**config.mk**
```make
export PLATFORM = sky130hd
export DESIGN_NAME = signed_digit_recompose
export DESIGN_NICKNAME = d
export VERILOG_FILES = /design/src/rtl/signed_digit_recompose.sv
export SDC_FILE = /design/constraint.sdc
export NUM_CORES = 1
export LEC_CHECK = 0
export CORE_MARGIN = 8
export CORE_UTILIZATION = 50
export DETAILED_ROUTE_END_ITERATION = 10
export GPL_TIMING_DRIVEN = 0
export PLACE_DENSITY = 0.67
export SYNTH_ARGS = -nofsm -noshare
export SYNTH_HDL_FRONTEND = slang
export SYNTH_SLANG_ARGS = --single-unit
export TNS_END_PERCENT = 100
```
**constraint.sdc**
```tcl
create_clock -name clk -period 13 [get_ports clk]
set_input_delay 2.6 -clock clk [delete_from_list [all_inputs] [get_ports clk]]
set_output_delay 2.6 -clock clk [all_outputs]
set_load 0.005 [all_outputs]
```
**src/rtl/signed_digit_recompose.sv**
```systemverilog
// Rebuilds a mod-Q value from NUM_DIGITS signed base-2^LOG_B digits (MSB first)
// with a bit-serial Horner loop: LOG_B modular doublings, then one signed modular add.
module signed_digit_recompose #(
  parameter int              DATA_W     = 32,
  parameter int              LOG_B      = 7,
  parameter int              NUM_DIGITS = 4,
  parameter longint unsigned Q          = 134215681
) (
  input  logic              clk,
  input  logic              rst_n,
  input  logic [LOG_B-1:0]  digit_in,
  input  logic              digit_valid,
  output logic              digit_ready,
  output logic [DATA_W-1:0] value_out,
  output logic              out_valid,
  input  logic              out_ready
);

  localparam int CW = (NUM_DIGITS > 1) ? $clog2(NUM_DIGITS) : 1;
  localparam int SW = (LOG_B > 1) ? $clog2(LOG_B) : 1;
  localparam logic [DATA_W-1:0] QV       = DATA_W'(Q);
  localparam logic [CW-1:0]     LAST_DIG = CW'(NUM_DIGITS - 1);
  localparam logic [SW-1:0]     LAST_SH  = SW'(LOG_B - 1);

  localparam logic [2:0] S_IDLE  = 3'd0;
  localparam logic [2:0] S_WAIT  = 3'd1;
  localparam logic [2:0] S_SHIFT = 3'd2;
  localparam logic [2:0] S_ADD   = 3'd3;
  localparam logic [2:0] S_DONE  = 3'd4;

  logic [2:0]        state_q, state_d;
  logic [DATA_W-1:0] acc_q, acc_d;
  logic [LOG_B-1:0]  dig_q, dig_d;
  logic [CW-1:0]     cnt_q, cnt_d;
  logic [SW-1:0]     sh_q, sh_d;
  logic [DATA_W-1:0] val_q, val_d;

  logic [DATA_W-1:0] dbl, sh_res, add_res;
  logic [DATA_W:0]   dig_x, sum;

  // acc < Q < 2^(DATA_W-1), so doubling never overflows and one subtract suffices
  always_comb begin
    dbl    = {acc_q[DATA_W-2:0], 1'b0};
    sh_res = (dbl >= QV) ? dbl - QV : dbl;
    dig_x  = {{(DATA_W + 1 - LOG_B){dig_q[LOG_B-1]}}, dig_q};
    sum    = {1'b0, acc_q} + dig_x;
    if (sum[DATA_W])
      add_res = sum[DATA_W-1:0] + QV;
    else if (sum[DATA_W-1:0] >= QV)
      add_res = sum[DATA_W-1:0] - QV;
    else
      add_res = sum[DATA_W-1:0];
  end

  always_comb begin
    state_d = state_q;
    acc_d   = acc_q;
    dig_d   = dig_q;
    cnt_d   = cnt_q;
    sh_d    = sh_q;
    val_d   = val_q;
    case (state_q)
      S_IDLE: if (digit_valid) begin
        dig_d   = digit_in;
        acc_d   = '0;
        cnt_d   = '0;
        state_d = S_ADD;
      end
      S_WAIT: if (digit_valid) begin
        dig_d   = digit_in;
        sh_d    = '0;
        state_d = S_SHIFT;
      end
      S_SHIFT: begin
        acc_d = sh_res;
        if (sh_q == LAST_SH) state_d = S_ADD;
        else                 sh_d    = sh_q + 1'b1;
      end
      S_ADD: begin
        acc_d = add_res;
        if (cnt_q == LAST_DIG) begin
          val_d   = add_res;
          state_d = S_DONE;
        end else begin
          cnt_d   = cnt_q + 1'b1;
          state_d = S_WAIT;
        end
      end
      S_DONE: if (out_ready) state_d = S_IDLE;
      default: state_d = S_IDLE;
    endcase
  end

  always_ff @(posedge clk or negedge rst_n) begin
    if (!rst_n) begin
      state_q <= S_IDLE;
      acc_q   <= '0;
      dig_q   <= '0;
      cnt_q   <= '0;
      sh_q    <= '0;
      val_q   <= '0;
    end else begin
      state_q <= state_d;
      acc_q   <= acc_d;
      dig_q   <= dig_d;
      cnt_q   <= cnt_d;
      sh_q    <= sh_d;
      val_q   <= val_d;
    end
  end

  assign digit_ready = (state_q == S_IDLE) || (state_q == S_WAIT);
  assign out_valid   = (state_q == S_DONE);
  assign value_out   = val_q;

endmodule

```
==> qor.csv <==
stage;metric;value;unit
detailed_routing;Post-DRT Antenna Nets;0;
outcome;status;complete, no violations;
sta;Slew Limit Fails;0;
clocking;CTS tree;yes;
min_path;WHS Endpoint;value_out[14];
grt;GRT Total Usage;25.6;%
min_path;HP Start;value_out[14];
detailed_routing;Initial DRC Count;859;
clocking;CTS root buffer;clkbuf_16;
detailed_routing;WL per Instance;19.9;um
die;die width;142;um
synthesis;FFs w/ async S/R, synth;100;%
grt;total gr overflow;0;
sta;total negative setup slack;0;ns
sta;fmax;0.182;GHz
clocking;CTS resizes;0;
sta;fin crit share;42.3;%
finish;most common cell after layout, fill and taps aside;nand2_1;
min_path;Hold Crit Depth;2;
finish;antenna cells;0;
flow_run;Max Cap Viol;0;
critical_path;r2r startpoint;dig_q[6];
placement;I/O Buffers;44;
clocking;Clock Path Buffers;2;
clocking;TritonCTS Buffers;9;
finish;Final Net Count;1102;
detailed_routing;final wirelength;25300;um
grt;vias in the first global route;7351;
critical_path;CP arrival;5.68;ns
placement;hpwl dp;20300;um
finish;most frequent cells in the layout;114 x nand2_1, 79 x dfrtp_1, 72 x nor2_1;
sta;Final Hold Vio Count;0;
synthesis;Cells after Synth;995;
synthesis;Syn Nets;1046;
sta;worst slew pin tran;1.15;ns
synthesis;Netlist Area Pre-Place;0.00790;mm^2
sta;Worst Skew;0.00813;ns
synthesis;FF+latch count, synth;79;
synthesis;synth warn;0;
clocking;Clk pin slew, worst setup/hold paths;0.06;ns
synthesis;Main synth FF type;dfrtp_1;
grt;initial antenna violation count;0;
synthesis;post-synthesis sequential area ratio;25.0;%
sta;Slew headroom;23.1;%
finish;fill count;1546;
die;# rows;46;
clocking;clock latency on the worst-skew pair;0.34;ns
detailed_routing;via/cell ratio;6.38;
die;Starting Density;50.4;%
finish;fraction of layout instances using a drive strength above 1;7.58;%
sta;RSZ-0062 raised after global routing;false;
critical_path;Worst EP required;13.18;ns
die;IO Pins;45;
clocking;clock sinks;79;
critical_path;CP Capture Type;flip-flop;
synthesis;EDFF count, synth;0;
clocking;H-tree levels;3;
clocking;Post-CTS Setup Bufs;0;
critical_path;R2R Setup Slk;7.50;ns
critical_path;R2R depth;13;
min_path;Worst Hold Class;flip-flop to flip-flop;
finish;area grow syn2layout;13.2;%
sta;final setup fails;0;
detailed_routing;DR DRC count;0;
placement;GP Congestion;0.968;
detailed_routing;first-pass iteration count of the detailed router;6;
critical_path;CP Max Fanout;31;
die;Core Area;0.0157;mm^2
critical_path;Reg-to-Reg End;acc_q[10];
clocking;hold-fix buffers at CTS;0;
synthesis;Unique masters post-synth;86;
sta;crit path time final;5.50;ns
detailed_routing;Vias;8119;
critical_path;critical path type;flip-flop to flip-flop;
grt;largest net degree at the start of global routing;62;
grt;first-pass GRT wire length;40500;um
die;die height;142;um
critical_path;crit start category;flip-flop;
synthesis;syn avg cell area;7.93;um^2
die;die area;0.0201;mm^2
-- metrics by stage --
step / util [%] / cells / area [um^2] / hold WS, ns / worst slack [ns]
floorplan: - / 995 / 7900 / 0.473 / 8.91
global placement: 55.0 / 1255 / 8610 / 0.468 / 6.37
detailed placement: 55.1 / 1256 / 8630 / 0.473 / 7.69
CTS: 57.1 / 1272 / 8940 / 0.488 / 7.67
global route: 57.1 / 1272 / 8940 / 0.505 / 7.04
finish: 57.1 / 1272 / 8940 / 0.482 / 7.50
-- area by class of cell --
class                   count  area [um^2]  area share [%]
repair buffers             45          465            5.21
plain buffers              55          231            2.59
clock inverters             6         67.6           0.756
flip-flops and latches     79         1980            22.1
well taps                 216          270            3.02
clock buffers              10          239            2.67
inverters                  21         78.8           0.882
multi-input cells         840         5610            62.7
-- cell families (layout without fill, tap and decap cells) --
family / after synthesis / in the layout / share of synthesized area, %
AND/OR/NAND/NOR: 398 / 398 / 26.4
AO/OA/AOI/OAI: 320 / 320 / 28.7
flip-flops: 79 / 79 / 25.0
buffers and inverters: 76 / 137 / 3.93
XOR/XNOR: 68 / 68 / 7.54
adder cells (fa/ha/maj): 40 / 40 / 6.43
multiplexers: 14 / 14 / 1.92
-- how the worst max path moves through the flow --
stage                     startpoint       endpoint  slack (ns)  depth (start not counted)
after CTS                   dig_q[6]      acc_q[10]        7.67                         13
after detailed placement    dig_q[6]      acc_q[10]        7.69                         13
after global routing        dig_q[6]      acc_q[23]        7.04                         13
final                       dig_q[6]      acc_q[10]        7.50                         13
after global placement         rst_n       dig_q[5]        6.37                          1
after floorplan             dig_q[6]  value_out[13]        8.91                         14
-- flip-flops by register name, summed over array words and instances, names as in the netlist --
register   count
value_out     32
acc_q         32
dig_q          7
sh_q           3
cnt_q          2
state_q        3
-- routing by layer --
metal	vias to the layer above	track usage, %	part of all wire [%]
met5	-	0	0
met4	0	7.52	2.6
met3	41	3.93	5.6
met2	315	41.8	47
met1	3883	34.2	44
li1	3880	-	-
-- cells in the mapped netlist, drive strengths merged, types with 9 or more instances --
| cell type | instances | area share (%) |
|---|---|---|
| a211oi | 12 | 1.2 |
| a21o | 14 | 1.3 |
| a21oi | 50 | 3.4 |
| a22oi | 19 | 1.8 |
| a31oi | 14 | 1.1 |
| and2 | 17 | 1.3 |
| and3 | 14 | 1.2 |
| and4 | 15 | 1.7 |
| buf | 15 | 1.0 |
| clkbuf | 40 | 1.9 |
| dfrtp | 79 | 25 |
| ha | 39 | 6.2 |
| inv | 21 | 1.0 |
| mux2 | 9 | 1.3 |
| nand2 | 114 | 5.4 |
| nand3 | 43 | 2.7 |
| nand4 | 23 | 1.8 |
| nor2 | 72 | 3.4 |
| nor2b | 9 | 0.71 |
| nor3 | 29 | 2.1 |
| nor4 | 12 | 1.1 |
| o211ai | 14 | 1.4 |
| o21ai | 93 | 5.9 |
| o31ai | 15 | 2.1 |
| or2 | 11 | 0.87 |
| or3 | 15 | 1.2 |
| xnor2 | 45 | 5.0 |
| xor2 | 23 | 2.6 |
-- critical path: stages (launching register included) --
cell      delay [ns]
dfrtp_1         1.10
ha_1            0.46
a21oi_1         0.36
o21ai_0         0.29
o21a_1          0.28
o21ai_0         0.52
a41oi_1         0.20
o211ai_1        0.43
nand4_1         0.35
a21oi_4         0.47
buf_6           0.25
o31ai_4         0.09
xnor2_1         0.35
o221ai_1        0.16
Power is left out: the tool's default activity adds up to more than one toggle a clock period on the data nets, which glitch-free logic cannot reach.
